[src/rtl/imem_fetch_bridge_if.sv]
// Fetch-port and SRAM-port signal bundle for the instruction fetch bridge.
// The bridge takes the slave view: it answers the core's fetch requests and
// drives the SRAM read port. The environment (core + SRAM) takes the master view.
interface imem_fetch_bridge_if #(
  parameter int XLEN       = 32,
  parameter int ADDR_WIDTH = 20
);
  // core side
  logic                  flush_i;
  logic                  fetch_addr_valid;
  logic                  fetch_addr_ready;
  logic [XLEN-1:0]       fetch_addr;
  logic                  fetch_data_valid;
  logic                  fetch_data_ready;
  logic [31:0]           fetch_data;
  logic                  fetch_err;
  // SRAM side
  logic                  mem_en;
  logic [ADDR_WIDTH-1:0] mem_addr;
  logic [31:0]           mem_rdata;

  modport slave (
    input  flush_i, fetch_addr_valid, fetch_addr, fetch_data_ready, mem_rdata,
    output fetch_addr_ready, fetch_data_valid, fetch_data, fetch_err, mem_en, mem_addr
  );

  modport master (
    output flush_i, fetch_addr_valid, fetch_addr, fetch_data_ready, mem_rdata,
    input  fetch_addr_ready, fetch_data_valid, fetch_data, fetch_err, mem_en, mem_addr
  );
endinterface

[src/rtl/imem_fetch_bridge.sv]
// Instruction fetch bridge: core fetch port <-> 1-cycle-latency instruction SRAM.
// Requests are issued to the SRAM in the accept cycle; the SRAM word returns one
// cycle later and either falls straight through to the core or is parked in a
// small response FIFO. Acceptance is credit-limited so the FIFO never overflows.
module imem_fetch_bridge #(
  parameter int XLEN       = 32,
  parameter int ADDR_WIDTH = 20,
  parameter int DEPTH      = 2
) (
  input  logic                clk,
  input  logic                rst,
  imem_fetch_bridge_if.slave  bus
);

  localparam int CW = $clog2(DEPTH + 1);             // occupancy counter width
  localparam int PW = (DEPTH > 1) ? $clog2(DEPTH) : 1; // pointer width

  // registered state
  logic [CW-1:0] occ_q;
  logic [PW-1:0] rd_ptr_q;
  logic [PW-1:0] wr_ptr_q;
  logic          inflight_q;
  logic          inflight_err_q;
  logic [31:0]   fifo_data [DEPTH];
  logic          fifo_err  [DEPTH];

  // combinational helpers
  logic          addr_hi_bad;
  logic          req_err;
  logic          accept;
  logic [CW:0]   credit_used;
  logic          fifo_empty;
  logic [31:0]   resp_word;
  logic          head_err;
  logic [31:0]   head_data;
  logic          push;
  logic          pop;

  // Out-of-range check only exists when the fetch address is wider than the SRAM range.
  generate
    if (XLEN > ADDR_WIDTH + 2) begin : g_hi_check
      assign addr_hi_bad = |bus.fetch_addr[XLEN-1:ADDR_WIDTH+2];
    end else begin : g_no_hi_check
      assign addr_hi_bad = 1'b0;
    end
  endgenerate

  assign req_err     = (bus.fetch_addr[1:0] != 2'b00) || addr_hi_bad;
  assign credit_used = {1'b0, occ_q} + {{CW{1'b0}}, inflight_q};
  assign fifo_empty  = (occ_q == '0);

  // Responses already promised (queued plus in flight) must fit in the FIFO.
  assign bus.fetch_addr_ready = !rst && !bus.flush_i && (credit_used < (CW+1)'(DEPTH));
  assign accept               = bus.fetch_addr_valid && bus.fetch_addr_ready;

  // Error requests never touch the SRAM; they still occupy a response slot.
  assign bus.mem_en   = accept && !req_err;
  assign bus.mem_addr = bus.fetch_addr[ADDR_WIDTH+1:2];

  // The word returning from the SRAM this cycle; error responses carry zero.
  assign resp_word = inflight_err_q ? 32'h0 : bus.mem_rdata;

  // Head of queue: FIFO entry if any, else the response falling through.
  always_comb begin
    head_data = resp_word;
    head_err  = inflight_err_q;
    if (!fifo_empty) begin
      head_data = fifo_data[rd_ptr_q];
      head_err  = fifo_err[rd_ptr_q];
    end
  end

  assign bus.fetch_data_valid = !rst && !bus.flush_i && (!fifo_empty || inflight_q);
  assign bus.fetch_data       = bus.fetch_data_valid ? head_data : 32'h0;
  assign bus.fetch_err        = bus.fetch_data_valid && head_err;

  // Pop only real FIFO entries; a consumed fall-through response is never stored.
  assign pop  = bus.fetch_data_valid && bus.fetch_data_ready && !fifo_empty;
  assign push = inflight_q && !bus.flush_i && !(fifo_empty && bus.fetch_data_ready);

  // Control state: occupancy, wrapping pointers and the in-flight marker.
  always_ff @(posedge clk or posedge rst) begin
    if (rst) begin
      occ_q          <= '0;
      rd_ptr_q       <= '0;
      wr_ptr_q       <= '0;
      inflight_q     <= 1'b0;
      inflight_err_q <= 1'b0;
    end else if (bus.flush_i) begin
      occ_q          <= '0;
      rd_ptr_q       <= '0;
      wr_ptr_q       <= '0;
      inflight_q     <= 1'b0;
      inflight_err_q <= 1'b0;
    end else begin
      inflight_q     <= accept;
      inflight_err_q <= req_err;
      if (push) begin
        wr_ptr_q <= (wr_ptr_q == PW'(DEPTH - 1)) ? '0 : wr_ptr_q + 1'b1;
      end
      if (pop) begin
        rd_ptr_q <= (rd_ptr_q == PW'(DEPTH - 1)) ? '0 : rd_ptr_q + 1'b1;
      end
      case ({push, pop})
        2'b10:   occ_q <= occ_q + 1'b1;
        2'b01:   occ_q <= occ_q - 1'b1;
        default: occ_q <= occ_q;
      endcase
    end
  end

  // FIFO storage: plain register array, written at the tail; contents need no reset.
  always_ff @(posedge clk) begin
    if (push) begin
      fifo_data[wr_ptr_q] <= resp_word;
      fifo_err[wr_ptr_q]  <= inflight_err_q;
    end
  end

  // The credit check must make an overflowing push impossible.
  no_overflow_a : assert property (
    @(posedge clk) disable iff (rst) !(push && !pop && (occ_q == CW'(DEPTH)))
  );

endmodule

[src/flat_wrapper.sv]
// flat-port wrapper written by rule: the top's interface ports become plain ports
module imem_fetch_bridge_flat 
#(
  parameter int XLEN       = 32,
  parameter int ADDR_WIDTH = 20,
  parameter int DEPTH      = 2
)
  (clk, rst, bus_flush_i, bus_fetch_addr_valid, bus_fetch_addr, bus_fetch_data_ready, bus_mem_rdata, bus_fetch_addr_ready, bus_fetch_data_valid, bus_fetch_data, bus_fetch_err, bus_mem_en, bus_mem_addr);
  imem_fetch_bridge_if #(.XLEN(XLEN), .ADDR_WIDTH(ADDR_WIDTH)) bus_i ();
  input  logic clk;
  input  logic rst;
  input wire logic [$bits(bus_i.flush_i)-1:0] bus_flush_i;
  input wire logic [$bits(bus_i.fetch_addr_valid)-1:0] bus_fetch_addr_valid;
  input wire logic [$bits(bus_i.fetch_addr)-1:0] bus_fetch_addr;
  input wire logic [$bits(bus_i.fetch_data_ready)-1:0] bus_fetch_data_ready;
  input wire logic [$bits(bus_i.mem_rdata)-1:0] bus_mem_rdata;
  output wire logic [$bits(bus_i.fetch_addr_ready)-1:0] bus_fetch_addr_ready;
  output wire logic [$bits(bus_i.fetch_data_valid)-1:0] bus_fetch_data_valid;
  output wire logic [$bits(bus_i.fetch_data)-1:0] bus_fetch_data;
  output wire logic [$bits(bus_i.fetch_err)-1:0] bus_fetch_err;
  output wire logic [$bits(bus_i.mem_en)-1:0] bus_mem_en;
  output wire logic [$bits(bus_i.mem_addr)-1:0] bus_mem_addr;
  assign bus_i.flush_i = bus_flush_i;
  assign bus_i.fetch_addr_valid = bus_fetch_addr_valid;
  assign bus_i.fetch_addr = bus_fetch_addr;
  assign bus_i.fetch_data_ready = bus_fetch_data_ready;
  assign bus_i.mem_rdata = bus_mem_rdata;
  assign bus_fetch_addr_ready = bus_i.fetch_addr_ready;
  assign bus_fetch_data_valid = bus_i.fetch_data_valid;
  assign bus_fetch_data = bus_i.fetch_data;
  assign bus_fetch_err = bus_i.fetch_err;
  assign bus_mem_en = bus_i.mem_en;
  assign bus_mem_addr = bus_i.mem_addr;
  imem_fetch_bridge #(.XLEN(XLEN), .ADDR_WIDTH(ADDR_WIDTH), .DEPTH(DEPTH)) u_core (.clk(clk), .rst(rst), .bus(bus_i));
endmodule
[config.mk]
export PLATFORM = sky130hd
export DESIGN_NAME = imem_fetch_bridge_flat
export DESIGN_NICKNAME = d
export VERILOG_FILES = /design/src/rtl/imem_fetch_bridge_if.sv /design/src/rtl/imem_fetch_bridge.sv /design/src/flat_wrapper.sv
export SDC_FILE = /design/constraint.sdc
export NUM_CORES = 1
export LEC_CHECK = 0
export CORE_MARGIN = 2
export CORE_UTILIZATION = 61
export CTS_CLUSTER_SIZE = 10
export DETAILED_ROUTE_END_ITERATION = 12
export DONT_BUFFER_PORTS = 1
export PLACE_DENSITY = 0.84
export SLEW_MARGIN = 10
export SYNTH_ARGS = -nofsm -noshare
export SYNTH_HDL_FRONTEND = slang
export SYNTH_SLANG_ARGS = --single-unit
[constraint.sdc]
create_clock -name clk -period 7.9 [get_ports clk]
set_clock_uncertainty 0.15 [all_clocks]
set_input_delay 1.185 -clock clk [delete_from_list [all_inputs] [get_ports clk]]
set_output_delay 1.185 -clock clk [all_outputs]
set_load 0.005 [all_outputs]
# --- Yosys cells after proc, flatten, opt, wreduce, memory -nomap -nowiden ---
# Memories as Yosys holds them, arrays and structs flattened.
# Index checks and enable logic that the tools add are counted.
# W data, S select, Z words.
totals:
  regBits: 6
  mem_bits_rw: 66
  in_bits: 69
  out_inout_bits: 56
  elab_cells: 55
  mem_count: 2
classes:
  add_sub_neg: 5
  magnitude_cmp: 1
  n_eq_ne: 2
  n_mux: 16
  reduce_logical: 24
memory_table:
  columns: ["name", "words", "width", "rd", "rd_ports_with_merged_regs", "wr", "line_no", "source"]
  rows:
  - ["u_core.fifo_data", 2, 32, 1, 0, 1, "imem_fetch_bridge.sv:24", "logic [31:0] fifo_data [DEPTH];"]
  - ["u_core.fifo_err", 2, 1, 1, 0, 1, "imem_fetch_bridge.sv:25", "logic fifo_err [DEPTH];"]
ops:
  columns: ["op", "count"]
  rows:
  - ["$mux W32", 3]
  - ["$logic_and A1 B1 Y1", 11]
  - ["$mux W1", 11]
  - ["$reduce_or A10 Y1", 1]
  - ["$reduce_bool A2 Y1", 3]
  - ["$logic_not A1 Y1", 5]
  - ["$pmux W2 S2", 1]
  - ["$add A2 B1 Y3", 1]
  - ["$lt A3 B2 Y1 const B", 1]
  - ["$reduce_bool A3 Y1", 1]
  - ["$add A1 B1 Y1 const B", 2]
  - ["$add A2 B1 Y2 const B", 1]
  - ["$eq A2 B1 Y1 const B", 1]
  - ["$eq A2 B2 Y1 const B", 1]
  - ["$logic_not A2 Y1", 1]
  - ["$logic_or A1 B1 Y1", 2]
  - ["$mux W2", 1]
  - ["$sub A2 B1 Y2 const B", 1]

# --- Depth between registers and ports, before layout ---
# Gate-level depths: netlist (run 1).
depth:
  depth_word: 9
  depth_mapped: 7

# --- Least setup slack after synthesis (run 1) ---
# OpenSTA, ideal clock, no wires.
synth_path:
  path_kind: "input -> register"
  start: "input bus_flush_i"
  end: "memory u_core.fifo_data[1][0], enable pin"
  setup_time_ps: 471
  t_arrival_ps: 3867
  required_ps: 7279
  setup_slack_ps: 3412
  cell_stages: 2
  cell_sequence: "clkbuf_1 -> nor3b_1"
synth_via:
  elab_chain_len: 5
synth_rtl:
  columns: ["element", "line_no", "source"]
  rows:
  - ["from (decl)", "flat_wrapper.sv:12", "input wire logic [$bits(bus_i.flush_i)-1:0] bus_flush_i;"]
  - ["$logic_not A1 Y1", "imem_fetch_bridge.sv:79", "assign push = inflight_q && !bus.flush_i && !(fifo_empty && bus.fetch_data_ready);"]
  - ["$logic_and A1 B1 Y1 (2 in series)", "imem_fetch_bridge.sv:79", null]
  - ["$mux W1", "imem_fetch_bridge.sv:114", "if (push) begin"]
  - ["$mux W1 (not written as such)", "imem_fetch_bridge.sv:115", "fifo_data[wr_ptr_q] <= resp_word;"]
  - ["to (decl)", "imem_fetch_bridge.sv:24", null]
# Every way passes these cells.

# --- Worst setup path after layout (run 1) ---
layout_path:
  start: "register u_core.occ_q[0]"
  end: "output bus_fetch_data[0]"
layout_via:
  elab_chain_len: 5
  word_cells_on_any_way: 6
layout_rtl:
  columns: ["element", "line_no", "source"]
  rows:
  - ["from (decl)", "imem_fetch_bridge.sv:19", "logic [CW-1:0] occ_q;"]
  - ["from (signal assigned)", "imem_fetch_bridge.sv:105", "2'b10: occ_q <= occ_q + 1'b1;"]
  - ["from (signal assigned)", "imem_fetch_bridge.sv:106", "2'b01: occ_q <= occ_q - 1'b1;"]
  - ["from (signal assigned)", "imem_fetch_bridge.sv:107", "default: occ_q <= occ_q;"]
  - ["$logic_not A2 Y1 (*)", "imem_fetch_bridge.sv:50", "assign fifo_empty = (occ_q == '0);"]
  - ["$logic_not A1 Y1", null, null]
  - ["$logic_or A1 B1 Y1", "imem_fetch_bridge.sv:73", "assign bus.fetch_data_valid = !rst && !bus.flush_i && (!fifo_empty || inflight_q);"]
  - ["$logic_and A1 B1 Y1", "imem_fetch_bridge.sv:73", null]
  - ["$mux W32 (*)", "imem_fetch_bridge.sv:74", "assign bus.fetch_data = bus.fetch_data_valid ? head_data : 32'h0;"]
  - ["to (decl)", "flat_wrapper.sv:19", "output wire logic [$bits(bus_i.fetch_data)-1:0] bus_fetch_data;"]
# Every way passes the cells marked *; elsewhere a longest branch is shown, timed or not.

==> impl_metrics.json, run 1 <==
{
  "outcome": "completed",
  "grt_pass1_vias": 1894,
  "final_area_um2": 3760,
  "cts.repair.resized": 0,
  "yosysMostFrequentCell": "edfxtp_1",
  "power.switching_mw": 0.154,
  "grt_usage": 0.192,
  "first_pass_iters": 4,
  "fin_crit_ps": 4100,
  "drv_slew": 0,
  "worstMarginPinSlew_ps": 1000,
  "crit_type": "reg -> out",
  "p_clk_frac": 0.366,
  "yosys-top-cells-area": "edfxtp_1 (53%), a211oi_2 (10%), mux2i_1 (8.8%)",
  "ctsHoldBuffers": 0,
  "synth.largest_area_cell": "edfxtp_1",
  "dr_total_vias": 2033,
  "required_ps": 6570,
  "cts_buffer_depth": 2,
  "fin_crit_sh": 0.520,
  "multi_input_area_um2": 1300,
  "synth_enable_flop_cells": 66,
  "path_common_cell": "buf_4",
  "drive_gt1_frac": 0.212,
  "dpl_cell_area_um2": 3580,
  "num_rows": 28,
  "ys_ff_latch": 72,
  "slowest_delay_ps": 670,
  "finalSetupViolations": 0,
  "htree_levels": 3,
  "synth_commonest_cells": "edfxtp_1 (66), nor2_1 (36), mux2i_1 (33), nor2b_1 (33), a211oi_2 (30)",
  "synthArstFlopShare": 0.0833,
  "cts.clk_slew.worst_paths_ps": 70,
  "drc": 0,
  "overflow": 0,
  "num-fill-cells": 463,
  "yosysWarningCount": 0,
  "hpwl_um": 4010,
  "synth.top_cell.area_share": 0.530,
  "insertedDiodeCount": 0,
  "clock-sinks": 72,
  "die_area_um2": 6780,
  "ios": 125,
  "ys.flop_type": "edfxtp_1",
  "post_cts_buffers": 0,
  "drtIter0Drc": 90,
  "vias_per_cell": 6.09,
  "initial_core_util": 0.632,
  "clock.fmax_mhz": 244,
  "post_drt_wl_per_cell_um": 19.1,
  "cpMaxStageDelayCell": "o21ai_4",
  "postRouteAntennaNets": 0,
  "maxCapViolCount": 0,
  "powerDensity_nw_per_um2": 194,
  "path_cells": "or2_2 -> buf_4 -> o21ai_4 -> buf_4 -> a211oi_1",
  "cp_max_fo": 67,
  "die_x_um": 82.3,
  "synthesis.area_um2": 3740,
  "core-area_um2": 5920,
  "synthesis.nets": 348,
  "switching_share": 0.212,
  "grt_max_degree": 68,
  "syn_area_per_cell_um2": 13.4,
  "cts_tree": "yes",
  "power_leakage_nw": 1.09,
  "finalHoldViolCount": 0,
  "num-nets-final": 323,
  "io_buffers": 0,
  "p_comb_frac": 0.052,
  "clk-insertion-delay-late_ps": 340,
  "cts-root-buf": "clkbuf_8",
  "arrival_ps": 2770,
  "intPower_mw": 0.575,
  "crit_path_end_kind": "output pin",
  "irDropWorstVdd_mv": 0.125,
  "synth.distinct_cells": 32,
  "final.setup.tns_ps": 0,
  "die_h_um": 82.3,
  "worstReg2RegStart": "u_core.inflight_q",
  "crit_start": "u_core.occ_q[0]",
  "grt_pass1_wl_um": 9390,
  "hold_class": "in -> async",
  "antenna_found_initial": 0,
  "cts_made_buffers": 9,
  "cp-start-kind": "flop",
  "seq_area_frac_synth": 0.570,
  "slew_headroom": 0.331,
  "gp_congestion": 0.853,
  "rsz0062_at_grt": "no",
  "seq_power_share": 0.583,
  "final-seq-area_um2": 2130,
  "wirelength_um": 6380,
  "area_growth_pct": 0.368,
  "synthCells": 279
}
==> cell type report <==
| cell class | count | share of cell area |
|---|---|---|
| well taps | 75 | 0.0250 |
| clock buffers | 11 | 0.0350 |
| repair buffers | 5 | 0.00999 |
| flip-flops and latches | 72 | 0.568 |
| multi-input cells | 162 | 0.345 |
| inverters | 4 | 0.00400 |
| clock inverters | 5 | 0.0127 |
==> worst max-delay path, delay by kind of cell, from the launching register on <==
family,cells,cell delay (ps)
simple gates,1,330
flops,1,490
buf+inv,2,800
compound gates,2,790
==> stage by stage <==
| stage | power [mW] | utilization | setup WS [ps] | instances | hold WS, ps |
|---|---|---|---|---|---|
| 6_report | 0.730 | 0.634 | 3800 | 334 | 494 |
| 5_1_grt | 0.757 | 0.634 | 3640 | 334 | 496 |
| 4_1_cts | 0.736 | 0.634 | 3790 | 334 | 487 |
| 3_5_place_dp | 0.471 | 0.604 | 4160 | 318 | 527 |
| 3_3_place_gp | 0.469 | 0.604 | 4240 | 318 | 496 |
| 2_1_floorplan | 0.475 | - | 3410 | 279 | 391 |
==> power groups by stage <==
stage | logic [mW] | registers, mW | clock network (mW)
finish | 0.0376 | 0.425 | 0.267
global route | 0.0416 | 0.426 | 0.290
CTS | 0.0379 | 0.425 | 0.272
detailed placement | 0.0379 | 0.434 | 0
global placement | 0.0360 | 0.433 | 0
floorplan | 0.0462 | 0.429 | 0
==> state kept, by name, summed over array words and instances (netlist names) <==
register               cells
u_core.occ_q               2
u_core.fifo_data          64
u_core.fifo_err            2
u_core.wr_ptr_q            1
u_core.inflight_q          1
u_core.rd_ptr_q            1
u_core.inflight_err_q      1
==> routing by layer <==
layer / part of all wire / routed length [um] / track usage / up-vias
li1: - / - / - / 961
met1: 0.44 / 2830 / 0.244 / 980
met2: 0.46 / 2970 / 0.302 / 81
met3: 0.076 / 485 / 0.0674 / 11
met4: 0.015 / 94 / 0.0767 / 0
met5: 0 / 0 / 0 / -
==> cells by family (layout without fill, tap and decap cells) <==
kind of cell / count (synthesis) / after routing / share of synthesized area
AOI/OAI and AO/OA: 46 / 46 / 0.138
muxes: 34 / 34 / 0.0913
buffers and inverters: 45 / 25 / 0.0866
and+or+nand+nor: 82 / 82 / 0.114
DFF: 72 / 72 / 0.570
==> path summary, 6_finish.rpt <==
kind                            slack, ps  depth (start not counted)                      end
worst min register to register        540                          2          u_core.occ_q[1]
worst min-delay path                  490                          1        u_core.inflight_q
worst max-delay path                 3800                          5        bus_fetch_data[0]
max in group asynchronous            6890                          1          u_core.rd_ptr_q
min in group clk                      540                          2          u_core.occ_q[1]
worst max register to register       5920                          4  u_core.fifo_data[0][13]
==> cell usage in the layout, fill, tap and decap left out <==
| cell | netlist | routed |
|---|---|---|
| a2111oi_4 | 1 | 1 |
| clkbuf_8 | 0 | 9 |
| and4_1 | 1 | 1 |
| nor2b_1 | 33 | 33 |
| a31oi_1 | 1 | 1 |
| inv_1 | 4 | 4 |
| mux2_2 | 1 | 1 |
| or3_1 | 1 | 1 |
| nor2_1 | 36 | 36 |
| nand2_1 | 1 | 1 |
| dfrtp_1 | 6 | 4 |
| nor4_1 | 3 | 3 |
| o21ai_4 | 1 | 1 |
| a21oi_1 | 3 | 3 |
| bufinv_16 | 0 | 1 |
| clkinv_2 | 0 | 2 |
| buf_4 | 21 | 5 |
| a21o_1 | 1 | 1 |
| o21ai_0 | 2 | 2 |
| clkinv_1 | 0 | 2 |
| nand4b_1 | 1 | 1 |
| a211oi_2 | 30 | 30 |
| mux2i_1 | 33 | 33 |
| and2_1 | 1 | 1 |
| clkbuf_1 | 4 | 2 |
| nor3b_2 | 0 | 1 |
| dfrtp_2 | 0 | 2 |
| or2_2 | 0 | 1 |
| a2111o_1 | 1 | 1 |
| nor3b_1 | 2 | 1 |
| a211oi_1 | 4 | 4 |
| edfxtp_1 | 66 | 66 |
| a41o_1 | 1 | 1 |
| nor3_2 | 0 | 1 |
| o311ai_0 | 1 | 1 |
| nand2b_1 | 1 | 1 |
(Power assumes the default switching activity.)
==> run 2: changes to the inputs <==
- CORE_UTILIZATION: 61 -> 57
- PLACE_DENSITY: 0.84 -> 0.82
- clock period: 7.9 -> 3.3 ns (I/O delays scaled with it)
==> run 2 against run 1 <==
Effect of this change:
- cell count rose by 2.1%
- wire length rose by 1.9%
- sequential share of layout area fell by 1.3 points
- critical path depth fell by 1
- die area rose by 6.7%
- global-route usage fell by 0.58 points
- register-to-register slack got worse by 4600 ps
- clock power rose to 2.8 times the previous value
- count of clock-buffer cells in the layout fell by 1
- largest power group unchanged
==> impl_metrics.json, run 2 (synthesized netlist as in run 1, its figures left out) <==
{
  "outcome": "completed",
  "core-area_um2": 6350,
  "post_cts_buffers": 0,
  "ios": 125,
  "finalSetupViolations": 0,
  "cts.repair.resized": 0,
  "num-nets-final": 328,
  "gp_congestion": 0.769,
  "slew_headroom": 0.317,
  "postRouteAntennaNets": 0,
  "worstReg2RegStart": "u_core.inflight_q",
  "required_ps": 2650,
  "cts_buffer_depth": 2,
  "post_drt_wl_per_cell_um": 19.1,
  "rsz0062_at_grt": "no",
  "cts-root-buf": "clkbuf_8",
  "htree_levels": 3,
  "ctsHoldBuffers": 1,
  "die_area_um2": 7230,
  "hpwl_um": 4110,
  "largestRegisters": "u_core.fifo_data: 64 flops, u_core.fifo_err: 2 flops, u_core.occ_q: 2 flops",
  "die_x_um": 85.0,
  "hold_class": "in -> reg",
  "fin_cells": 341,
  "fin_crit_ps": 2690,
  "wirelength_um": 6500,
  "drc": 0,
  "grt_pass1_vias": 2018,
  "final.setup.tns_ps": 0,
  "cp-start-kind": "flop",
  "vias_per_cell": 6.00,
  "clk-insertion-delay-late_ps": 350,
  "irDropWorstVdd_mv": 0.290,
  "worstMarginPinSlew_ps": 1030,
  "die_h_um": 85.0,
  "io_buffers": 0,
  "fin_crit_sh": 0.816,
  "initial_core_util": 0.589,
  "cts.clk_slew.worst_paths_ps": 70,
  "drive_gt1_frac": 0.235,
  "largest_register_ffs": 64,
  "maxCapViolCount": 0,
  "slowest_delay_ps": 510,
  "grt_usage": 0.186,
  "hp-start": "bus_flush_i",
  "cts_tree": "yes",
  "cp_max_fo": 16,
  "grt_pass1_wl_um": 10000,
  "grt_max_degree": 36,
  "powerDensity_nw_per_um2": 481,
  "insertedDiodeCount": 0,
  "crit_type": "reg -> out",
  "dr_total_vias": 2047,
  "drv_slew": 0,
  "arrival_ps": 2050,
  "antenna_found_initial": 0,
  "layout_common_cells": "edfxtp_1 (66), nor2_1 (36), nor2b_1 (33), mux2i_1 (33), a211oi_2 (30)",
  "cpMaxStageDelayCell": "dfrtp_1",
  "layout_commonest_cell": "edfxtp_1",
  "first_pass_iters": 4,
  "cts_made_buffers": 9,
  "num_rows": 29,
  "dpl.cell_count": 324,
  "largest-register": "u_core.fifo_data",
  "overflow": 0,
  "drtIter0Drc": 96,
  "path_cells": "or2_2 -> buf_4 -> nor2_1 -> a211oi_1",
  "area_growth_pct": 2.71,
  "finalHoldViolCount": 0,
  "crit_start": "u_core.occ_q[0]",
  "crit_path_end_kind": "output pin",
  "clock-sinks": 72,
  "clock.fmax_mhz": 371,
  "power_leakage_nw": 1.14
}
run 2: per-stage QoR:
stage	util	instance area, um^2	setup WS (ps)	total power [mW]	hold slack [ps]
3_3_place_gp	0.570	3620	1030	1.13	160
4_1_cts	0.605	3840	556	1.87	31.1
5_1_grt	0.605	3840	482	1.91	37.9
3_5_place_dp	0.570	3620	946	1.13	160
6_report	0.605	3840	606	1.85	45.1
2_1_floorplan	-	3750	616	1.14	136
run 2: critical path: cells and delay by family (launching register included):
family | cells | cell delay, ps
and+or+nand+nor | 2 | 530
AOI/OAI and AO/OA | 1 | 350
buffers and inverters | 1 | 310
DFF | 1 | 510
run 2: cell type report:
cell class / instances / area (um^2)
Tap cell: 77 / 96.3
Multi-Input combinational cell: 162 / 1310
Sequential cell: 72 / 2130
Fill cell: 465 / 2510
Clock inverter: 6 / 83.8
Timing Repair Buffer: 10 / 77.6
Clock buffer: 10 / 128
Inverter: 4 / 15.0
run 2: layer usage:
layer  track usage  routed length (um)
met5             0                   0
met4         0.105                 154
met3        0.0593                 483
met2         0.292                3080
met1         0.228                2780
run 2: report_power, final:
| group | leakage [nW] | internal [mW] | switching (mW) |
|---|---|---|---|
| Clock | 0.110 | 0.423 | 0.317 |
| Combinational | 0.350 | 0.0342 | 0.0579 |
| Sequential | 0.682 | 1.00 | 0.0144 |
run 2: final timing paths:
kind                                            to  slack (ps)  cells past startpoint
min reg2reg                        u_core.occ_q[1]         530                      2
max in group asynchronous    u_core.inflight_err_q        2460                      2
max                             bus_fetch_data[31]         610                      4
max reg2reg                u_core.fifo_data[1][19]        1360                      4
min                                u_core.rd_ptr_q          50                      1
min in group asynchronous          u_core.occ_q[0]         340                      2
